## config.mk

```make
export PLATFORM = sky130hd
export DESIGN_NAME = instr_fetch_unit
export DESIGN_NICKNAME = d
export VERILOG_FILES = /design/src/rtl/ifu_pkg.sv /design/src/rtl/fetch_fifo.sv /design/src/rtl/instr_fetch_unit.sv
export SDC_FILE = /design/constraint.sdc
export NUM_CORES = 1
export LEC_CHECK = 0
export BUFFER_PORTS_ARGS = -buffer_cell sky130_fd_sc_hd__buf_2
export CAP_MARGIN = 20
export CORE_UTILIZATION = 60
export DETAILED_ROUTE_END_ITERATION = 10
export HOLD_SLACK_MARGIN = 0.03
export PLACE_DENSITY = 0.79
export REMOVE_ABC_BUFFERS = 1
export SYNTH_ARGS = -nofsm -noshare
export SYNTH_HDL_FRONTEND = slang
export SYNTH_HIERARCHICAL = 1
export SYNTH_SLANG_ARGS = --single-unit
```

## constraint.sdc

```tcl
create_clock -name clk -period 7.7 [get_ports clk]
set_input_delay 0 -clock clk [delete_from_list [all_inputs] [get_ports clk]]
set_output_delay 0 -clock clk [all_outputs]
set_load 0.02 [all_outputs]
```

## src/rtl/ifu_pkg.sv

```systemverilog
// Shared types and constants for the instruction fetch unit.
package ifu_pkg;

    localparam int IFU_PC_W  = 9;
    localparam int IFU_INS_W = 32;
    localparam int IFU_DEPTH = 4;

    // Byte distance between consecutive 32-bit instructions.
    localparam int PC_STEP = 4;

    // Bubble presented to decode when no instruction is available.
    localparam logic [IFU_INS_W-1:0] IFU_NOP = 32'h0;

    // One queued fetch result: the PC it was fetched from and the word returned.
    typedef struct packed {
        logic [IFU_PC_W-1:0]  pc;
        logic [IFU_INS_W-1:0] instr;
    } fetch_entry_t;

    // 16-bit add that sticks at all-ones instead of wrapping.
    function automatic logic [15:0] sat_add16(input logic [15:0] a, input logic [15:0] b);
        logic [16:0] sum;
        sum = {1'b0, a} + {1'b0, b};
        return sum[16] ? 16'hFFFF : sum[15:0];
    endfunction

endpackage

```

## src/rtl/fetch_fifo.sv

```systemverilog
// Circular buffer holding fetched {pc, instr} entries for decode.
// Flush empties the buffer and overrides any push or pop in the same cycle.
module fetch_fifo
    import ifu_pkg::*;
#(
    parameter  int WIDTH = $bits(fetch_entry_t),
    parameter  int DEPTH = IFU_DEPTH,
    localparam int PTR_W = $clog2(DEPTH),
    localparam int CNT_W = PTR_W + 1
) (
    input  logic             clk,
    input  logic             rst_n,
    input  logic             push,
    input  logic [WIDTH-1:0] push_data,
    input  logic             pop,
    input  logic             flush,
    output logic [CNT_W-1:0] count,
    output logic [WIDTH-1:0] head
);

    logic [WIDTH-1:0] mem [DEPTH];
    logic [PTR_W-1:0] rd_ptr;
    logic [PTR_W-1:0] wr_ptr;
    logic [CNT_W-1:0] count_q;
    logic             do_push;
    logic             do_pop;

    // Writes to a full buffer and reads from an empty one are ignored.
    assign do_push = push && !flush && (count_q != CNT_W'(DEPTH));
    assign do_pop  = pop  && !flush && (count_q != '0);

    // Pointer and occupancy bookkeeping; pointers wrap naturally since DEPTH is a power of two.
    // NOTE: sequential state uses non-blocking assignments so every register samples pre-edge values.
    always_ff @(posedge clk or negedge rst_n) begin
        if (!rst_n) begin
            rd_ptr  <= '0;
            wr_ptr  <= '0;
            count_q <= '0;
        end else if (flush) begin
            rd_ptr  <= '0;
            wr_ptr  <= '0;
            count_q <= '0;
        end else begin
            if (do_push) wr_ptr <= wr_ptr + 1'b1;
            if (do_pop)  rd_ptr <= rd_ptr + 1'b1;
            case ({do_push, do_pop})
                2'b10:   count_q <= count_q + 1'b1;
                2'b01:   count_q <= count_q - 1'b1;
                default: count_q <= count_q;
            endcase
        end
    end

    // Entry storage.
    // NOTE: the storage array has no reset; count gates every read, so stale contents are never seen.
    always_ff @(posedge clk) begin
        if (do_push) mem[wr_ptr] <= push_data;
    end

    assign count = count_q;
    assign head  = mem[rd_ptr];

endmodule

```

## src/rtl/instr_fetch_unit.sv

```systemverilog
// Instruction fetch front end: owns the fetch PC, issues synchronous
// instruction-memory reads, queues returned words and presents the head to decode.
// Optional build macro IFU_STATS_EN adds saturating fetched/flushed counters.
module instr_fetch_unit
    import ifu_pkg::*;
#(
    parameter int PC_W  = IFU_PC_W,
    parameter int INS_W = IFU_INS_W,
    parameter int DEPTH = IFU_DEPTH
) (
    input  logic             clk,
    input  logic             reset,
`ifdef IFU_STATS_EN
    output logic [15:0]      fetched_cnt,
    output logic [15:0]      flushed_cnt,
`endif
    output logic             imem_req,
    output logic [PC_W-1:0]  imem_addr,
    input  logic [INS_W-1:0] imem_rdata,
    input  logic             redirect,
    input  logic [PC_W-1:0]  redirect_pc,
    input  logic             stall,
    output logic             id_valid,
    output logic [PC_W-1:0]  id_pc,
    output logic [INS_W-1:0] id_instr
);

    localparam int CNT_W = $clog2(DEPTH) + 1;

    logic [PC_W-1:0]  fetch_pc;
    logic [PC_W-1:0]  inflight_pc;
    logic             inflight;
    logic [CNT_W-1:0] fifo_count;
    logic [CNT_W:0]   occupancy;
    logic             fifo_push;
    logic             fifo_pop;
    fetch_entry_t     push_entry;
    fetch_entry_t     head_entry;

    // Queued entries plus the one response that may still be on its way.
    assign occupancy = {1'b0, fifo_count} + (CNT_W + 1)'(inflight);

    // Issue only while the queue can absorb the response; a redirect cancels
    // this cycle's fetch. Gating with reset keeps the request low while held in reset.
    assign imem_req  = reset && (occupancy < (CNT_W + 1)'(DEPTH)) && !redirect;
    assign imem_addr = fetch_pc;

    // A redirect drops both the response arriving now and the head being consumed.
    assign fifo_push = inflight && !redirect;
    assign fifo_pop  = id_valid && !stall && !redirect;

    assign push_entry = '{pc: inflight_pc, instr: imem_rdata};

    // Fetch PC and in-flight tracking; a redirect outranks a normal issue.
    always_ff @(posedge clk or negedge reset) begin
        if (!reset) begin
            fetch_pc    <= '0;
            inflight    <= 1'b0;
            inflight_pc <= '0;
        end else if (redirect) begin
            fetch_pc <= redirect_pc;
            inflight <= 1'b0;
        end else if (imem_req) begin
            fetch_pc    <= fetch_pc + PC_W'(PC_STEP);
            inflight    <= 1'b1;
            inflight_pc <= fetch_pc;
        end else begin
            inflight <= 1'b0;
        end
    end

    fetch_fifo #(
        .WIDTH ($bits(fetch_entry_t)),
        .DEPTH (DEPTH)
    ) u_fifo (
        .clk       (clk),
        .rst_n     (reset),
        .push      (fifo_push),
        .push_data (push_entry),
        .pop       (fifo_pop),
        .flush     (redirect),
        .count     (fifo_count),
        .head      (head_entry)
    );

    // Decode sees the head entry, or a zero bubble when the queue is empty.
    assign id_valid = (fifo_count != '0);
    assign id_pc    = id_valid ? head_entry.pc    : '0;
    assign id_instr = id_valid ? head_entry.instr : IFU_NOP;

`ifdef IFU_STATS_EN
    // Count pushed instructions and entries discarded by redirects, saturating at 0xFFFF.
    always_ff @(posedge clk or negedge reset) begin
        if (!reset) begin
            fetched_cnt <= '0;
            flushed_cnt <= '0;
        end else begin
            if (fifo_push) fetched_cnt <= sat_add16(fetched_cnt, 16'd1);
            if (redirect)  flushed_cnt <= sat_add16(flushed_cnt, 16'(occupancy));
        end
    end
`endif

endmodule
```

==> out/results.ini <==
[synth]
synth-async-reset-ratio_pct=13.7
postSynthAreaPerCell_um2=19.3
mappedNetlistArea_mm2=0.00765
ys.warnings.count=6
synthFlopType=sky130_fd_sc_hd__edfxtp_1
yosys_register_bits=190
synth_edf_count=164
syn_inst=396
ys_types=43
synth-seq-area-share_pct=72.9

[placement]
dp.final_hpwl_mm=7.42
port_bufs=96
placedCellCount=639
gp_weighted_congestion=0.807

[layout]
layout.cells.most_common=sky130_fd_sc_hd__edfxtp_1
n_fill_cell=725
area.growth.synth_to_final_pct=21.0
layout-drive-gt1-share_pct=35.1
leading_cell_types_in_the_layout_fill_and_taps_excluded=164 x sky130_fd_sc_hd__edfxtp_1, 96 x sky130_fd_sc_hd__buf_2, 45 x sky130_fd_sc_hd__nor2b_1
final_nets=585
num_antenna_cells=0
fin_cells=715
multi_input_comb_area_mm2=0.00193
final-seq-area_mm2=0.00558

[global_route]
grt_first_pass_wirelength_mm=20.8
grtUsageTotal_pct=22.1
first_global_vias=4081
grt_antenna_before_repair=0
grt_start_max_net_pins=44
global_route.overflow_total=0

[setup_path]
cp_class=reg -> reg
max_stage_delay_on_crit_path_ps=910
regToRegSetupSlack_ps=4290
endpoint_kind=flop
worst_path_max_delay_cell=sky130_fd_sc_hd__nor3_1
r2r_end=u_fifo/count[1]
timing.critical_path.cells=nor3_2, buf_4, nor3_1, o31ai_1, nor3_1, fa_1, nor2b_1, o2111ai_1, nand3_1
critical_path.startpoint_type=flop
worst_ep_required_time_ps=8000
cp_common_cell=sky130_fd_sc_hd__nor3_1
r2r.worst_path.cells=9
worst_r2r_startpoint=u_fifo/count[2]
cp_data_arrival_time_ps=3710
critical_path_maximum_fanout=43

[clock_tree]
cts.root.buffer_cell=sky130_fd_sc_hd__clkbuf_16
htree_levels=4
cts.clk_slew.worst_paths_ps=60
worst_skew_pair.late_latency_ps=420
postCtsResizedCells=0
cts_tree=done
cts-root-to-sink-buffers=2
setup_fix_bufs_post_cts=0
cts-buffers-inserted=17
clkSinkCount=190

[route]
route.antenna.remaining_nets=0
drt-total-wl_mm=13.4
remaining_drc_errors=0
drt_pass_1_iters=5
routed_wire_length_per_instance_um=18.8
first_iter_violations=332
route.vias.total=3949
viasPerCell=5.52

[sta]
final_hold_viol_count=0
final-setup-viol-count=0
totalNegativeSetupSlack_ps=0
period_minus_slack_ps=3410
rsz0062_at_grt=false
max_slew.worst_pin.slew_ps=1120
max_freq_mhz=294
final-max-slew-violation-count=0
final_min_period_over_clock_period_pct=44.2
max_slew_margin_pct=25.0
finClkSkew_ps=6.70

[die]
core.rowCount=40
top_level_ports=97
core_area_mm2=0.0122
die_area_mm2=0.0132
floorplan.initialDensity_pct=62.6
fp.dieW_um=115
die_boundary_height_um=115

[power]
static_leakage_uw=0.00329
power.density_cell_area_mw_per_mm2=230
power.clock.fraction_pct=38.3
pwr-share-comb_pct=6.5
intPower_uw=1690
switching_power_uw=436
pwr-share-seq_pct=55.2
irDropWorstVdd_mv=0.141
power.switching_fraction_pct=20.5

[worst_hold_path]
min_delay_worst_endpoint=imem_addr[3]
worst_hold_path.num_cells=3
worst_hold_path_type=in -> reg
worstHoldStart=redirect

[run_status]
status=completed

[flow_run]
max-cap-violations=0

## logic make-up after synthesis
group / Yosys count / synth area share [%]
flip-flops: 190 / 72.9
AND/OR/NAND/NOR: 88 / 7.15
multiplexers: 56 / 14.3
buffers and inverters: 30 / 1.88
AO/OA/AOI/OAI: 19 / 1.87
XOR/XNOR: 7 / 0.802
adder cells (fa/ha/maj): 6 / 1.08
## state kept, by name, indices dropped and copies added (netlist names)
signal         flops
u_fifo/count       3
u_fifo/mem       164
inflight_pc        9
u_fifo/wr_ptr      2
inflight           1
u_fifo/rd_ptr      2
imem_addr          9
## how the worst max path moves through the flow
| stage | slack (ps) | to | start |
|---|---|---|---|
| final | 4290 | u_fifo/count[1] | u_fifo/count[2] |
| after global routing | 4050 | u_fifo/count[1] | u_fifo/count[2] |
| after CTS | 4360 | u_fifo/count[1] | u_fifo/count[2] |
| after detailed placement | 4390 | u_fifo/count[1] | u_fifo/count[1] |
| after global placement | 4570 | u_fifo/count[1] | u_fifo/count[1] |
| after floorplan | 3020 | u_fifo/count[1] | u_fifo/count[1] |
## Yosys cell counts (4+ instances only)
master | n | area, um^2
sky130_fd_sc_hd__xor2_1 | 4 | 35.0
sky130_fd_sc_hd__nand2_1 | 11 | 41.3
sky130_fd_sc_hd__clkbuf_1 | 11 | 41.3
sky130_fd_sc_hd__buf_2 | 10 | 50.1
sky130_fd_sc_hd__inv_1 | 6 | 22.5
sky130_fd_sc_hd__nor2_1 | 4 | 15.0
sky130_fd_sc_hd__nor2b_1 | 45 | 282
sky130_fd_sc_hd__ha_1 | 5 | 62.6
sky130_fd_sc_hd__o21ai_0 | 5 | 25.0
sky130_fd_sc_hd__dfrtp_1 | 26 | 651
sky130_fd_sc_hd__nor3_1 | 6 | 30.0
sky130_fd_sc_hd__mux4_2 | 41 | 923
sky130_fd_sc_hd__edfxtp_1 | 164 | 4920
sky130_fd_sc_hd__mux2_2 | 12 | 135
## repair_timing
action,4_1_cts,5_1_grt
hold endpoints to repair,163,0
hold buffers,42,0
endpoints found under the setup margin,0,0
## per-stage QoR
stage | power (uW) | area (um^2) | hold slack, ps | setup slack (ps) | util, %
5_1_grt | 2190 | 9250 | 118 | 4050 | 75.7
3_3_place_gp | 1310 | 8250 | 45.7 | 4570 | 67.5
3_5_place_dp | 1320 | 8250 | 56.1 | 4390 | 67.5
2_1_floorplan | 1260 | 7520 | -296 | 3020 | -
6_report | 2120 | 9250 | 103 | 4290 | 75.7
4_1_cts | 2140 | 9210 | 74.9 | 4360 | 75.4
## area by class of cell
| cell class | count | share of cell area (%) |
|---|---|---|
| clock inverter | 8 | 0.987 |
| inverter | 6 | 0.243 |
| multi-input combinational | 176 | 20.9 |
| timing repair buffer | 143 | 10.4 |
| clock buffer | 24 | 4.88 |
| tap | 168 | 2.27 |
| sequential | 190 | 60.3 |
## critical path: cells and delay by family (launching register included)
kind                       cells  cell delay [ps]
AOI/OAI and AO/OA              2              370
and+or+nand+nor                5             1550
buffers and inverters          1              310
adders and majority gates      1              480
DFF                            1              580
## power groups by stage
stage	sequential, uW	combinational [uW]	clock [uW]
floorplan	1190	62.8	0
global placement	1190	117	0
detailed placement	1190	120	0
CTS	1170	138	827
global route	1180	150	867
finish	1170	138	814
## routing by layer
metal,global-route usage (%),vias up,routed length (um)
met3,6.80,14,861
li1,-,1830,-
met5,0,-,0
met4,7.88,0,151
met1,27.7,1956,5570
met2,36.9,149,6830
Note: power is estimated with default switching activity, not from simulation.
